==> config.mk <==
export PLATFORM = sky130hd
export DESIGN_NAME = btn_sw_conditioner
export DESIGN_NICKNAME = d
export VERILOG_FILES = /design/src/rtl/lab9_pkg.sv /design/src/rtl/sync_debounce_cell.sv /design/src/rtl/btn_sw_conditioner.sv
export SDC_FILE = /design/constraint.sdc
export NUM_CORES = 1
export LEC_CHECK = 0
export ABC_AREA = 1
export CORE_UTILIZATION = 55
export DETAILED_ROUTE_END_ITERATION = 7
export PLACE_DENSITY = 0.79
export SYNTH_ARGS = -nofsm -noshare
export SYNTH_HDL_FRONTEND = slang
export SYNTH_HIERARCHICAL = 1
export SYNTH_SLANG_ARGS = --single-unit
==> constraint.sdc <==
create_clock -name CLK -period 2.7 [get_ports CLK]
set_input_delay 0.54 -clock CLK [delete_from_list [all_inputs] [get_ports CLK]]
set_output_delay 0.54 -clock CLK [all_outputs]
set_load 0.005 [all_outputs]
==> src/rtl/lab9_pkg.sv <==
// Shared encodings and default sizing for the BTN0/SW0 input-conditioning stage.
package lab9_pkg;

  typedef enum logic [1:0] {
    IDLE         = 2'b00,
    PRESS_WAIT   = 2'b01,
    PRESSED      = 2'b11,
    RELEASE_WAIT = 2'b10
  } btn_state_e;

  localparam int DEF_DEBOUNCE_CYCLES = 500000;
  localparam int DEF_SYNC_STAGES     = 2;

endpackage

==> src/rtl/sync_debounce_cell.sv <==
// Raw-input synchronizer with an optional stable-count level filter.
// FILTER_EN=0 gives the bare synchronized signal.
module sync_debounce_cell
  import lab9_pkg::*;
#(
  parameter int SYNC_STAGES     = DEF_SYNC_STAGES,
  parameter int DEBOUNCE_CYCLES = DEF_DEBOUNCE_CYCLES,
  parameter bit FILTER_EN       = 1'b1
) (
  input  logic clk,
  input  logic rst,
  input  logic din,
  output logic dout
);

  logic [SYNC_STAGES-1:0] sync_q, sync_d;
  logic s;

  always_comb sync_d = {sync_q[SYNC_STAGES-2:0], din};
  assign s = sync_q[SYNC_STAGES-1];

  always_ff @(posedge clk or posedge rst) begin
    if (rst) sync_q <= '0;
    else     sync_q <= sync_d;
  end

  if (FILTER_EN) begin : g_filt
    localparam int CW = $clog2(DEBOUNCE_CYCLES + 1);
    logic [CW-1:0] cnt_q, cnt_d;
    logic          level_q, level_d;

    // Any cycle agreeing with the current level discards the pending count.
    always_comb begin
      cnt_d   = '0;
      level_d = level_q;
      if (s != level_q) begin
        if (cnt_q == CW'(DEBOUNCE_CYCLES)) level_d = s;
        else                               cnt_d   = cnt_q + 1'b1;
      end
    end

    always_ff @(posedge clk or posedge rst) begin
      if (rst) begin
        cnt_q   <= '0;
        level_q <= 1'b0;
      end else begin
        cnt_q   <= cnt_d;
        level_q <= level_d;
      end
    end

    assign dout = level_q;
  end else begin : g_nofilt
    assign dout = s;
  end

endmodule

==> src/rtl/btn_sw_conditioner.sv <==
// BTN0/SW0 conditioner: synchronized, debounced levels plus a one-cycle press pulse.
// Define BTN_AUTO_REPEAT_EN to add hold-to-repeat pulses on the button.
module btn_sw_conditioner
  import lab9_pkg::*;
#(
  parameter int SYNC_STAGES     = DEF_SYNC_STAGES,
  parameter int DEBOUNCE_CYCLES = DEF_DEBOUNCE_CYCLES,
  parameter int REPEAT_DELAY    = 25000000,
  parameter int REPEAT_PERIOD   = 10000000
) (
  input  logic CLK,
  input  logic RST,
  input  logic BTN_RAW,
  input  logic SW_RAW,
  output logic BTN_LEVEL,
  output logic BTN_PULSE,
  output logic SW_LEVEL
);

  localparam int CW = $clog2(DEBOUNCE_CYCLES + 1);

  if (SYNC_STAGES < 2 || SYNC_STAGES > 4 || DEBOUNCE_CYCLES < 1 ||
      REPEAT_DELAY < 1 || REPEAT_PERIOD < 1) begin : g_bad_param
    $error("btn_sw_conditioner: illegal parameter value");
  end

  logic s_btn;

  sync_debounce_cell #(
    .SYNC_STAGES(SYNC_STAGES), .DEBOUNCE_CYCLES(DEBOUNCE_CYCLES), .FILTER_EN(1'b1)
  ) u_sw (
    .clk(CLK), .rst(RST), .din(SW_RAW), .dout(SW_LEVEL)
  );

  sync_debounce_cell #(
    .SYNC_STAGES(SYNC_STAGES), .DEBOUNCE_CYCLES(DEBOUNCE_CYCLES), .FILTER_EN(1'b0)
  ) u_btn_sync (
    .clk(CLK), .rst(RST), .din(BTN_RAW), .dout(s_btn)
  );

  btn_state_e    state_q, state_d;
  logic [CW-1:0] cnt_q, cnt_d;
  logic          lvl_q, lvl_d;
  logic          pulse_q, pulse_d;

`ifdef BTN_AUTO_REPEAT_EN
  localparam int RMAX = (REPEAT_DELAY > REPEAT_PERIOD) ? REPEAT_DELAY : REPEAT_PERIOD;
  localparam int RW   = $clog2(RMAX + 1);
  logic [RW-1:0] rpt_cnt_q, rpt_cnt_d, rpt_tgt;
  logic          rpt_first_q, rpt_first_d;
`endif

  always_comb begin
    state_d = state_q;
    cnt_d   = cnt_q;
    lvl_d   = lvl_q;
    pulse_d = 1'b0;
`ifdef BTN_AUTO_REPEAT_EN
    // Repeat timer only survives consecutive held cycles in PRESSED.
    rpt_cnt_d   = '0;
    rpt_first_d = 1'b1;
    rpt_tgt     = rpt_first_q ? RW'(REPEAT_DELAY - 1) : RW'(REPEAT_PERIOD - 1);
`endif
    case (state_q)
      IDLE: if (s_btn) begin
        state_d = PRESS_WAIT;
        cnt_d   = CW'(1);
      end
      PRESS_WAIT: begin
        if (!s_btn) state_d = IDLE;
        else if (cnt_q == CW'(DEBOUNCE_CYCLES)) begin
          state_d = PRESSED;
          lvl_d   = 1'b1;
          pulse_d = 1'b1;
        end else cnt_d = cnt_q + 1'b1;
      end
      PRESSED: begin
        if (!s_btn) begin
          state_d = RELEASE_WAIT;
          cnt_d   = CW'(1);
        end
`ifdef BTN_AUTO_REPEAT_EN
        else if (rpt_cnt_q == rpt_tgt) begin
          pulse_d     = 1'b1;
          rpt_first_d = 1'b0;
        end else begin
          rpt_cnt_d   = rpt_cnt_q + 1'b1;
          rpt_first_d = rpt_first_q;
        end
`endif
      end
      RELEASE_WAIT: begin
        if (s_btn) state_d = PRESSED;
        else if (cnt_q == CW'(DEBOUNCE_CYCLES)) begin
          state_d = IDLE;
          lvl_d   = 1'b0;
        end else cnt_d = cnt_q + 1'b1;
      end
      default: state_d = IDLE;
    endcase
  end

  always_ff @(posedge CLK or posedge RST) begin
    if (RST) begin
      state_q <= IDLE;
      cnt_q   <= '0;
      lvl_q   <= 1'b0;
      pulse_q <= 1'b0;
`ifdef BTN_AUTO_REPEAT_EN
      rpt_cnt_q   <= '0;
      rpt_first_q <= 1'b1;
`endif
    end else begin
      state_q <= state_d;
      cnt_q   <= cnt_d;
      lvl_q   <= lvl_d;
      pulse_q <= pulse_d;
`ifdef BTN_AUTO_REPEAT_EN
      rpt_cnt_q   <= rpt_cnt_d;
      rpt_first_q <= rpt_first_d;
`endif
    end
  end

  assign BTN_LEVEL = lvl_q;
  assign BTN_PULSE = pulse_q;

endmodule

==> out/qor.csv, run 1 <==
metric;value;unit
worst_pin_slew;0.843;ns
antennaDiodeCount;0;
cts_resized;0;
max_slew_margin;0.437;
cp_num_buf_inv;1;
place_ws;0.972;ns
synthesis.area;0.00292;mm^2
yosys_warnings;6;
outcome;complete, no violations;
clk_latency;0.30;ns
total_leakage_power;0.00131;uW
path_cells;clkdlybuf4s50_1;
postSynthCellCount;373;
cts_tree;done;
gp_congestion;0.919;
post-route-min-period;1.79;ns
setup_viol;0;
critical_path_arrival;1.25;ns
routed_wirelength;5.67;mm
finalClockSkew;0.00665;ns
drc_errors;0;
ios;7;
path_delay_family;buffers and inverters;
yosysUniqueCellTypes;29;
power.density;583;mW/mm^2
detail_route.first_pass.iterations;4;
ys_ff_latch;47;
grt.overflow.total;0;
drive_gt1_frac;0.148;
hold_viol_final;0;
start_kind;register;
clockRootBuffer;clkbuf_8;
ys_seq_area_frac;0.403;
avgSynthCellArea;7.83;um^2
antenna_left;0;
slowest_delay;0.52;ns
grt_pass1_wl;9.49;mm
cts_htree_levels;2;
clockBufferDepth;2;
via_per_inst;5.12;
initialDrtViolationCount;137;
die_x;74.9;um
via_count;2323;
crit_fanout;3;
hold_buffers;0;
grt_max_degree;24;
worstSetupPathType;reg2out;
path_clk_slew;0.09;ns
syn_nets;386;
fin_nets;396;
cts_inserted_buffers;5;
slowest_stage;clkdlybuf4s50_1;
final_cell_mix;nand2_1, nor2_1, dfrtp_1;
max_freq;560;MHz
rows;26;
core;0.00511;mm^2
dieArea;0.00561;mm^2
start_util;0.572;
rsz0062_at_grt;no;
dp_hpwl;4.16;mm
min_period_over_period;0.662;
cts_sinks;47;
io_buffer_count;6;
finalSetupTns;0;ns
cts_setup_buffers;0;
wl_per_cell;12.5;um
grt_pass1_vias;2162;
maxCapViolations;0;
worstSetupEndpointType;output port;
grt_usage;0.225;
maxSlewViolCount;0;
worst_slack;0.914;ns
synthToLayoutAreaGrowth;7.92;%
final_common_cell;nand2_1;
die_height;74.9;um
hold_path.class;reg2reg;
antenna_found_initial;0;
peakVddDrop;517;uV
crit_required;2.16;ns
## stage by stage
stage          hold slack (ns)  power, uW  instance area [um^2]  instances   util
2_1_floorplan            0.281       1250                  2920        373      -
3_3_place_gp             0.333       1290                  3030        446  0.594
3_5_place_dp             0.336       1300                  3030        446  0.594
4_1_cts                  0.357       1860                  3150        454  0.617
5_1_grt                  0.357       1960                  3150        454  0.617
6_report                 0.359       1840                  3150        454  0.617
## power breakdown
group / leakage [uW] / total [uW] / switching [uW] / internal, uW
sequential: 0.000638 / 798 / 53.9 / 745
combinational: 0.000614 / 482 / 326 / 156
clock: 0.0000618 / 558 / 253 / 305
## area by class of cell
type                    instances  area [um^2]
inverters                      44          165
well taps                      70         87.6
multi-input cells             278         1540
clock inverters                 2         38.8
repair buffers                  7         67.6
fillers                       462         1950
clock buffers                   6         82.6
flip-flops and latches         47         1180
## state kept, by name, summed over array words and instances, names as in the netlist
signal             flops
state_q                2
u_sw/dout              1
u_btn_sync/sync_q      2
u_sw/g_filt.cnt_q     19
u_sw/sync_q            2
BTN_PULSE              1
BTN_LEVEL              1
cnt_q                 19
## worst paths after layout
| kind | start | to | slack, ns | cells after the start |
|---|---|---|---|---|
| worst max-delay path | u_sw/dout | SW_LEVEL | 0.91 | 1 |
| worst min-delay path | u_btn_sync/sync_q[0] | u_btn_sync/sync_q[1] | 0.36 | 0 |
| worst max register to register | state_q[0] | cnt_q[18] | 0.97 | 9 |
| worst min register to register | u_btn_sync/sync_q[0] | u_btn_sync/sync_q[1] | 0.36 | 0 |
| max in group asynchronous | RST | u_sw/g_filt.cnt_q[8] | 1.43 | 2 |
| min in group asynchronous | RST | u_btn_sync/sync_q[1] | 0.43 | 2 |
## logic make-up after synthesis
logic type	count (synthesis)	synth area share
flip-flops	47	0.403
AO/OA/AOI/OAI	32	0.0728
XOR/XNOR	21	0.0655
AND/OR/NAND/NOR	216	0.349
buffers and inverters	48	0.0719
adder cells (fa/ha/maj)	9	0.0385
## synthesized netlist by cell type, drive strengths merged
cell	count	area [um^2]
nand2	100	418
nor2	72	323
dfrtp	47	1180
inv	44	165
nand3	24	148
o21ai	23	156
xor2	16	148
nand4	10	62.6
ha	9	113
nor3	7	46.3
a21oi	6	33.8
xnor2	5	43.8
buf	4	45.0
nand3b	2	15.0
o21bai	2	15.0
o211ai	1	7.51
or2	1	6.26
## layer usage
metal | up-vias | global-route usage | wire length [um]
li1 | 1189 | - | -
met1 | 1069 | 0.278 | 2490
met2 | 49 | 0.377 | 2820
met3 | 16 | 0.0469 | 206
met4 | 0 | 0.107 | 166
met5 | - | 0 | 0
Note: power is estimated with default switching activity, not from simulation.
==> run 2, diff against run 1 <==
--- a/config.mk
+++ b/config.mk
@@ -8,7 +8,7 @@
 export ABC_AREA = 1
 export CORE_UTILIZATION = 55
 export DETAILED_ROUTE_END_ITERATION = 7
-export PLACE_DENSITY = 0.79
+export PLACE_DENSITY = 0.82
 export SYNTH_ARGS = -nofsm -noshare
 export SYNTH_HDL_FRONTEND = slang
 export SYNTH_HIERARCHICAL = 1
==> constraint.sdc (replaced) <==
create_clock -name CLK -period 1.46 [get_ports CLK]
set_input_delay 0.292 -clock CLK [delete_from_list [all_inputs] [get_ports CLK]]
set_output_delay 0.292 -clock CLK [all_outputs]
set_load 0.005 [all_outputs]
==> run 2 against run 1 <==
Compared with the run above: the flow now finishes with violations (setup timing); clock skew grew 0.0043 ns; combinational power grew to 4.0 times the previous value; via count grew 26%; critical path type is now reg2reg; largest cell class unchanged.
==> out/qor.csv, run 2 (synthesis results as in run 1) <==
metric;value;unit;change
outcome;finished with violations;;
failed_checks;setup timing;;
post_dp_cell_area;0.00326;mm^2;+7.5%
hold_viol_final;0;;unchanged
path_delay_family;simple AND/OR/NAND/NOR gates;;
maxCapViolations;0;;unchanged
rsz0062_at_grt;yes;;
antennaDiodeCount;0;;unchanged
dieArea;0.00561;mm^2;unchanged
path_cells;buf_4, ha_2, nand2_1, nor2_2, nand2_1, nor2_1, xor2_1, o21ai_0;;
maxSlewViolCount;0;;unchanged
peakVddDrop;1190;uV;+130%
io_buffer_count;6;;unchanged
via_count;2928;;+26%
path_clk_slew;0.10;ns;about the same
die_x;74.9;um;unchanged
post-route-min-period;1.83;ns;
rows;26;;unchanged
worstSetupPathType;reg2reg;;
start_kind;register;;
final_common_cell;nand2_1;;
crit_required;1.66;ns;-0.50 ns
wl_per_cell;18.4;um;+47%
grt.overflow.total;0;;unchanged
hold_buffers;0;;unchanged
slowest_stage;dfrtp_1;;
cpMostUsedCell;nand2_1;;
critical_path_arrival;2.03;ns;+0.78 ns
hold_path.class;in2async;;
crit_fanout;4;;+1
cts_htree_levels;2;;unchanged
slowest_delay;0.39;ns;-0.13 ns
cts_inserted_buffers;5;;unchanged
dp_hpwl;4.63;mm;+11%
ios;7;;unchanged
drive_gt1_frac;0.348;;+0.199
clockBufferDepth;2;;unchanged
antenna_found_initial;0;;unchanged
max_freq;545;MHz;
die_height;74.9;um;unchanged
setup_viol;23;;+23
clockRootBuffer;clkbuf_8;;
initialDrtViolationCount;268;;+96%
worstSetupEndpointType;register;;
fin_area;0.00377;mm^2;+19%
total_leakage_power;0.00166;uW;+26%
grt_usage;0.283;;+0.0576
routed_wirelength;9.05;mm;+59%
worst_slack;-0.375;ns;-1.29 ns
top_regs;cnt_q x19, u_sw/g_filt.cnt_q x19;;
power.density;1200;mW/mm^2;+110%
grt_pass1_vias;2575;;+19%
worst_pin_slew;0.426;ns;-0.417 ns
core;0.00511;mm^2;unchanged
fill_cells;323;;-30%
grt_pass1_wl;11.7;mm;+23%
start_util;0.572;;unchanged
synthToLayoutAreaGrowth;29.0;%;
via_per_inst;5.94;;+16%
detail_route.first_pass.iterations;6;;+2
fin_nets;435;;+9.8%
drc_errors;0;;unchanged
gp_congestion;0.903;;-1.7%
clk_latency;0.31;ns;about the same
cts_sinks;47;;unchanged
grt_max_degree;24;;unchanged
cp_num_buf_inv;1;;unchanged
final_cell_mix;nand2_1, nor2_1, dfrtp_1;;
cts_tree;done;;
antenna_left;0;;unchanged
finalClockSkew;0.0110;ns;+0.00435 ns
max_slew_margin;0.716;;+0.279
finalSetupTns;-4.87;ns;-4.87 ns
min_period_over_period;1.26;;
run 2: cell types whose count changed in the layout (fill, tap and decap cells not counted), moves of 4 or more:
cell / before / now
ha_1: 9 / 2
ha_4: 0 / 4
nor2_2: 6 / 13
nand2_2: 8 / 12
inv_2: 7 / 12
buf_4: 1 / 32
nor2_1: 61 / 53
dfrtp_2: 0 / 5
nand2_4: 3 / 17
dfrtp_1: 47 / 42
nand2_1: 89 / 72
o21ai_0: 8 / 4
inv_1: 37 / 30
run 2: final timing paths:
kind | from | endpoint | slack, ns | cells after the start
worst max-delay path | cnt_q[1] | cnt_q[10] | -0.37 | 8
worst min-delay path | RST | u_btn_sync/sync_q[0] | 0.17 | 2
worst max register to register | cnt_q[1] | cnt_q[10] | -0.37 | 8
worst min register to register | u_btn_sync/sync_q[0] | u_btn_sync/sync_q[1] | 0.37 | 0
max in group asynchronous | RST | cnt_q[5] | 0.81 | 3
min in group CLK | u_btn_sync/sync_q[0] | u_btn_sync/sync_q[1] | 0.37 | 0
run 2: cell type report:
| type | instances | area [um^2] | share of cell area |
|---|---|---|---|
| Clock buffer | 6 | 82.6 | 0.0219 |
| Clock inverter | 2 | 38.8 | 0.0103 |
| Inverter | 44 | 170 | 0.0452 |
| Multi-Input combinational cell | 281 | 1830 | 0.486 |
| Sequential cell | 47 | 1180 | 0.314 |
| Tap cell | 70 | 87.6 | 0.0232 |
| Timing Repair Buffer | 43 | 377 | 0.100 |
run 2: what timing repair did:
action | 4_1_cts | 5_1_grt
cloned | 3 | 1
buffers inserted | 4 | 2
pin swaps | 8 | 12
endpoints found under the setup margin | 32 | 34
resized for setup | 30 | 55
run 2: where the power goes:
| part | switching [uW] | internal (uW) |
|---|---|---|
| clock | 513 | 565 |
| sequential | 116 | 1380 |
| combinational | 1150 | 805 |
| total | 1780 | 2750 |
run 2: metal layers:
| layer | wire length, um | vias up | GRT usage |
|---|---|---|---|
| li1 | - | 1278 | - |
| met1 | 3180 | 1346 | 0.323 |
| met2 | 4570 | 219 | 0.491 |
| met3 | 711 | 85 | 0.0696 |
| met4 | 579 | 0 | 0.143 |
| met5 | 0 | - | 0 |
run 2: stage by stage:
stage	setup WS (ns)	cells	util	total power, uW	hold slack, ns
after floorplan	-0.0317	373	-	2310	0.0332
after global placement	-0.126	476	0.638	2580	0.333
after detailed placement	-0.232	476	0.638	2640	0.339
after CTS	-0.0940	491	0.694	4010	0.170
after global routing	-0.416	493	0.738	4680	0.194
final	-0.375	493	0.738	4530	0.168
